### config.mk
export PLATFORM = sky130hd
export DESIGN_NAME = toy_mem_arb
export DESIGN_NICKNAME = d
export VERILOG_FILES = /design/src/rtl/toy_mem_arb.sv
export SDC_FILE = /design/constraint.sdc
export NUM_CORES = 1
export LEC_CHECK = 0
export CELL_PAD_IN_SITES_DETAIL_PLACEMENT = 1
export CELL_PAD_IN_SITES_GLOBAL_PLACEMENT = 2
export CORE_MARGIN = 2
export CORE_UTILIZATION = 20
export CTS_CLUSTER_DIAMETER = 40
export DETAILED_ROUTE_END_ITERATION = 12
export GPL_ROUTABILITY_DRIVEN = 1
export PLACE_DENSITY_LB_ADDON = 0.1
export SYNTH_ARGS = -nofsm -noshare
export SYNTH_HDL_FRONTEND = slang
export SYNTH_SLANG_ARGS = --single-unit
export TNS_END_PERCENT = 50
### constraint.sdc
create_clock -name clk -period 4 [get_ports clk]
set_clock_uncertainty 0.15 [all_clocks]
set_input_delay 0.6 -clock clk [delete_from_list [all_inputs] [get_ports clk]]
set_output_delay 0.6 -clock clk [all_outputs]
set_load 0.02 [all_outputs]
### src/rtl/toy_mem_arb.sv
`default_nettype none
// ============================================================================
// Module   : toy_mem_arb
// Purpose  : Two-port arbiter in front of one single-port synchronous memory
//            (1-cycle read latency). Port 0 is the instruction-fetch reader,
//            port 1 is the loader/debug reader/writer. One access is granted
//            per cycle; read data returns to the granted port one cycle later.
// Config   : TOY_MEM_ARB_RR_EN defined   -> round-robin arbitration.
//            TOY_MEM_ARB_RR_EN undefined -> fixed priority to port 0 with a
//                                           port 1 anti-starvation counter.
// Revision : 1.0 - initial release
// ============================================================================
module toy_mem_arb #(
  parameter int ADDR_WIDTH   = 32,
  parameter int DATA_WIDTH   = 32,
  parameter int STARVE_LIMIT = 8
) (
  input  logic                    clk,
  input  logic                    rst_n,
  // port 0 : instruction fetch (read only)
  input  logic                    p0_req_vld,
  output logic                    p0_req_rdy,
  input  logic [ADDR_WIDTH-1:0]   p0_req_addr,
  output logic                    p0_rsp_vld,
  output logic [DATA_WIDTH-1:0]   p0_rsp_data,
  // port 1 : loader / debug (read / write)
  input  logic                    p1_req_vld,
  output logic                    p1_req_rdy,
  input  logic [ADDR_WIDTH-1:0]   p1_req_addr,
  input  logic                    p1_req_wr_en,
  input  logic [DATA_WIDTH-1:0]   p1_req_wr_data,
  input  logic [DATA_WIDTH/8-1:0] p1_req_wr_be,
  output logic                    p1_rsp_vld,
  output logic [DATA_WIDTH-1:0]   p1_rsp_data,
  // memory macro side
  output logic                    mem_en,
  output logic [ADDR_WIDTH-1:0]   mem_addr,
  output logic                    mem_wr_en,
  output logic [DATA_WIDTH-1:0]   mem_wr_data,
  output logic [DATA_WIDTH/8-1:0] mem_wr_byte_en,
  input  logic [DATA_WIDTH-1:0]   mem_rd_data
);

  localparam int   BE_WIDTH = DATA_WIDTH / 8;
  localparam logic PORT0    = 1'b0;
  localparam logic PORT1    = 1'b1;

  // Grant decisions for the current cycle (at most one is high).
  logic gnt0;
  logic gnt1;

  // A grant that will return data next cycle.
  logic rd_grant;

  // Response tag: one outstanding read at most, so a single entry suffices.
  logic tag_vld;
  logic tag_port;

  // Last driven address / write data, so the memory bus stays still when idle.
  logic [ADDR_WIDTH-1:0] hold_addr;
  logic [DATA_WIDTH-1:0] hold_wr_data;

`ifdef TOY_MEM_ARB_RR_EN
  // --------------------------------------------------------------------------
  // Round-robin arbitration: rr_ptr names the preferred port on contention.
  // --------------------------------------------------------------------------
  logic rr_ptr;

  // Pick a winner; nothing is granted while reset is asserted.
  always_comb begin
    gnt0 = 1'b0;
    gnt1 = 1'b0;
    if (rst_n) begin
      if (p0_req_vld && p1_req_vld) begin
        gnt0 = (rr_ptr == PORT0);
        gnt1 = (rr_ptr == PORT1);
      end else begin
        gnt0 = p0_req_vld;
        gnt1 = p1_req_vld;
      end
    end
  end

  // Move the preference to the other port after every grant.
  always_ff @(posedge clk) begin
    if (!rst_n) begin
      rr_ptr <= PORT0;
    end else if (gnt0) begin
      rr_ptr <= PORT1;
    end else if (gnt1) begin
      rr_ptr <= PORT0;
    end
  end
`else
  // --------------------------------------------------------------------------
  // Fixed priority to port 0; port 1 is forced through once it has been
  // passed over STARVE_LIMIT consecutive cycles.
  // --------------------------------------------------------------------------
  localparam int CNT_W = (STARVE_LIMIT < 1) ? 1 : $clog2(STARVE_LIMIT + 1);
  localparam logic [CNT_W-1:0] CNT_MAX = CNT_W'(STARVE_LIMIT);

  logic [CNT_W-1:0] starve_cnt;
  logic             force_p1;

  assign force_p1 = (starve_cnt == CNT_MAX);

  // Pick a winner; port 1 overrides port 0 only when starved.
  always_comb begin
    gnt0 = 1'b0;
    gnt1 = 1'b0;
    if (rst_n) begin
      if (p0_req_vld && p1_req_vld) begin
        gnt0 = !force_p1;
        gnt1 = force_p1;
      end else begin
        gnt0 = p0_req_vld;
        gnt1 = p1_req_vld;
      end
    end
  end

  // Count cycles port 1 waits behind port 0; clear on service or withdrawal.
  always_ff @(posedge clk) begin
    if (!rst_n) begin
      starve_cnt <= '0;
    end else if (!p1_req_vld || gnt1) begin
      starve_cnt <= '0;
    end else if (gnt0 && (starve_cnt != CNT_MAX)) begin
      starve_cnt <= starve_cnt + CNT_W'(1);
    end
  end
`endif

  // --------------------------------------------------------------------------
  // Request handshake
  // --------------------------------------------------------------------------
  assign p0_req_rdy = gnt0;
  assign p1_req_rdy = gnt1;

  // Port 0 always reads; port 1 reads only when not writing.
  assign rd_grant = gnt0 || (gnt1 && !p1_req_wr_en);

  // --------------------------------------------------------------------------
  // Memory drive
  // --------------------------------------------------------------------------

  // Route the granted request to the macro; strobes are zero with no grant
  // because the macro writes on byte enables alone.
  always_comb begin
    mem_en         = 1'b0;
    mem_addr       = hold_addr;
    mem_wr_en      = 1'b0;
    mem_wr_data    = hold_wr_data;
    mem_wr_byte_en = '0;
    if (gnt0) begin
      mem_en   = 1'b1;
      mem_addr = p0_req_addr;
    end else if (gnt1) begin
      mem_en      = 1'b1;
      mem_addr    = p1_req_addr;
      mem_wr_data = p1_req_wr_data;
      if (p1_req_wr_en) begin
        mem_wr_en      = 1'b1;
        mem_wr_byte_en = p1_req_wr_be;
      end
    end
  end

  // Remember the last address and write data so idle cycles do not toggle them.
  always_ff @(posedge clk) begin
    if (!rst_n) begin
      hold_addr    <= '0;
      hold_wr_data <= '0;
    end else if (mem_en) begin
      hold_addr    <= mem_addr;
      hold_wr_data <= mem_wr_data;
    end
  end

  // --------------------------------------------------------------------------
  // Response routing
  // --------------------------------------------------------------------------

  // Capture which port owns the read data arriving next cycle.
  always_ff @(posedge clk) begin
    if (!rst_n) begin
      tag_vld  <= 1'b0;
      tag_port <= PORT0;
    end else begin
      tag_vld <= rd_grant;
      if (rd_grant) begin
        tag_port <= gnt1 ? PORT1 : PORT0;
      end
    end
  end

  // Responses are suppressed while reset is held, so a read accepted just
  // before reset never surfaces.
  assign p0_rsp_vld  = rst_n && tag_vld && (tag_port == PORT0);
  assign p1_rsp_vld  = rst_n && tag_vld && (tag_port == PORT1);
  assign p0_rsp_data = mem_rd_data;
  assign p1_rsp_data = mem_rd_data;

endmodule
`default_nettype wire

==> results.tsv <==
stage	metric	value	unit
status	status	finished clean	
global_routing	antenna_found_initial	1	
layout	final_common_cell	clkdlybuf4s50_1	
min_path	hold_class	reg -> reg	
worst_setup_path	crit_path_end_kind	primary output	
layout	fin_nets	704	
worst_setup_path	worstPathRequired	3.25	ns
worst_setup_path	timing.rr.start	starve_cnt[0]$_SDFFE_PP0P_	
timing	finalCritPeriodShare	0.9564	
placed_design	gp_congestion	0.7239	
timing	slew_headroom	0.3271	
global_routing	grt_start_max_net_pins	72	
cts	cts_buffers	9	
power_and_ir_drop	power_frac_seq	0.386	
run	max_cap_violations	0	
worst_setup_path	arrival	3.08	ns
synth	yosysSeqAreaShare	0.3398	
layout	n_antenna_cell	0	
placed_design	dpl.hpwl	10740	µm
timing	final.setup.tns	0	ns
worst_setup_path	reg2reg_depth	6	
power_and_ir_drop	p_int	1.387	mW
synth	synth_area	4124	µm²
power_and_ir_drop	power.density	327.8	nW/µm²
cts	hold_buffers	0	
cts	clk_latency	0.33	ns
global_routing	grt_util_all_layers	0.1409	
route	drc	0	
worst_setup_path	crit_type	in -> out	
synth	async_reset_ff_frac	0	
timing	hold_violations	0	
synth	syn_nets	612	
die	die_h	147.6	µm
power_and_ir_drop	switching_share	0.2834	
global_routing	grt_pass1_wl	24110	µm
layout	finish.utilization	0.2919	
layout	drive_gt1_frac	0.09666	
global_routing	grt-ovfl-total	0	
synth	synthDistinctLibCells	32	
power_and_ir_drop	peakVddDrop	186.8	µV
synth	synth-edff-count	0	
route	firstDrtPassIters	4	
die	dieWidth	147.6	µm
cts	cts.sinks	70	
power_and_ir_drop	p_leak	2.107	nW
timing	period_minus_slack	3.826	ns
power_and_ir_drop	clkPwrFrac	0.369	
cts	cts_buffer_depth	2	
placed_design	portBuffers	178	
cts	post_cts_buffers	0	
worst_setup_path	critPathMaxFanout	17	
power_and_ir_drop	switching_power	0.5488	mW
synth	yosys_warnings	0	
layout	layout_common_cells	176 x clkdlybuf4s50_1, 70 x dfxtp_1, 68 x nand2_1	
synth	syn_avg_cell_area	8.719	µm²
synth	ys_ff_latch	70	
cts	path_clk_slew	0.05	ns
worst_setup_path	crit_path_end	mem_addr[17]	
route	drt_iter0_markers	72	
die	io_pins	275	
synth	synth_flop_cell	dfxtp_1	
worst_setup_path	setup.worst_path.start	p0_req_vld	
die	coreArea	20230	µm²
worst_setup_path	r2r_slack	2.11	ns
layout	n_fill_cell	2318	
timing	grt_setup_unrepaired	no	
route	avgViaCountPerCell	4.694	
worst_setup_path	cp-start-kind	input port	
die	rows	52	
synth	postSynthCellCount	473	
layout	syn_to_final_growth	43.20	%
timing	setup_viol	0	
timing	tightest_slew	1.009	ns
cts	cts_root_buffer	clkbuf_16	
power_and_ir_drop	combinationalPowerShare	0.244	
cts	post_cts_resize_count	0	
die	initial_core_util	0.2038	
route	routed_wl	15770	µm
cts	htree_levels	3	
worst_setup_path	r2r_end	tag_port$_SDFFE_PN0P_	
route	drtAntennaViolNets	0	
route	wl_per_cell	18.80	µm
timing	final_max_slew_viol_count	0	
route	vias	3938	
timing	fmax	261.4	MHz
cts	tritoncts	done	
global_routing	grt_pass1_vias	4199	
die	die_area	21780	µm²
-- stage by stage --
stage / worst slack [ns] / cells / power (mW) / hold WS (ns) / instance area, µm²
final: 0.1745 / 839 / 1.936 / 0.2975 / 5906
after floorplan: 1.566 / 473 / 1.069 / 0.2752 / 4124
after global routing: 0.02761 / 839 / 2.041 / 0.3158 / 5906
after detailed placement: 0.08130 / 823 / 1.237 / 0.2955 / 5647
after global placement: 0.1591 / 823 / 1.233 / 0.2835 / 5647
after CTS: 0.08271 / 838 / 1.978 / 0.3026 / 5897
-- synth_stat cells, types with 2 or more instances --
cell	instances	area share
o2111ai_1	32	0.068
o21ai_0	32	0.039
dfxtp_1	70	0.34
inv_1	7	0.0064
buf_6	2	0.0055
nor3_1	4	0.0049
mux2_1	8	0.022
ha_1	2	0.0061
buf_1	2	0.0018
clkbuf_1	21	0.019
a32oi_1	32	0.068
o2bb2ai_1	32	0.068
nand2_1	68	0.062
buf_4	69	0.13
mux2_2	24	0.066
and3_1	2	0.0030
a21oi_1	33	0.040
and4_1	4	0.0085
buf_2	16	0.019
-- registers in the layout, indices dropped and copies added (netlist names) --
signal	count
hold_addr	32
hold_wr_data	32
starve_cnt	4
tag_port	1
tag_vld	1
-- metal layers --
metal  up-vias  global-route usage  routed length (µm)
met5         -                   0                   9
met4         2             0.04471                 178
met3        19             0.04198                1010
met2       136              0.2267                7327
met1      1891              0.1813                7249
li1       1890                   -                   -
-- power groups by stage --
stage	logic, mW	registers, mW	clock network [mW]
after detailed placement	0.475	0.762	0
after global placement	0.473	0.761	0
after CTS	0.478	0.747	0.752
after floorplan	0.312	0.758	0
after global routing	0.509	0.751	0.781
final	0.473	0.748	0.715
-- final cells by class --
cell class / instances / area (µm²) / share of cell area
clock buffers: 13 / 240.2 / 0.04068
clock inverters: 2 / 10.01 / 0.001695
inverters: 7 / 26.28 / 0.004449
multi-input cells: 287 / 2013 / 0.3409
flip-flops and latches: 70 / 1401 / 0.2373
well taps: 270 / 337.8 / 0.05720
repair buffers: 190 / 1877 / 0.3178
-- worst min path at each step --
stage	from	endpoint	depth (start not counted)
6_report	hold_wr_data[2]$_SDFFE_PN0P_	hold_wr_data[2]$_SDFFE_PN0P_	2
5_1_grt	hold_wr_data[4]$_SDFFE_PN0P_	hold_wr_data[4]$_SDFFE_PN0P_	2
4_1_cts	hold_wr_data[11]$_SDFFE_PN0P_	hold_wr_data[11]$_SDFFE_PN0P_	2
3_5_place_dp	hold_wr_data[2]$_SDFFE_PN0P_	hold_wr_data[2]$_SDFFE_PN0P_	2
3_3_place_gp	hold_wr_data[3]$_SDFFE_PN0P_	hold_wr_data[3]$_SDFFE_PN0P_	2
2_1_floorplan	hold_wr_data[0]$_SDFFE_PN0P_	hold_wr_data[0]$_SDFFE_PN0P_	2
-- kinds of logic (layout without fill, tap and decap cells) --
group | after synthesis | after routing | share of synthesized area
AO/OA/AOI/OAI | 165 | 166 | 0.2922
buffers and inverters | 117 | 212 | 0.1778
AND/OR/NAND/NOR | 85 | 85 | 0.09253
flip-flops | 70 | 70 | 0.3398
multiplexers | 32 | 32 | 0.08738
adder cells (fa/ha/maj) | 2 | 2 | 0.006067
XOR/XNOR | 2 | 2 | 0.004248
-- critical path, stage by stage --
cell             delay [ns]
clkdlybuf4s50_1        0.66
o21ai_2                0.90
a32oi_1                0.15
nand2_1                0.15
clkdlybuf4s50_1        0.61
No activity file was read; power rests on OpenSTA's default activity.
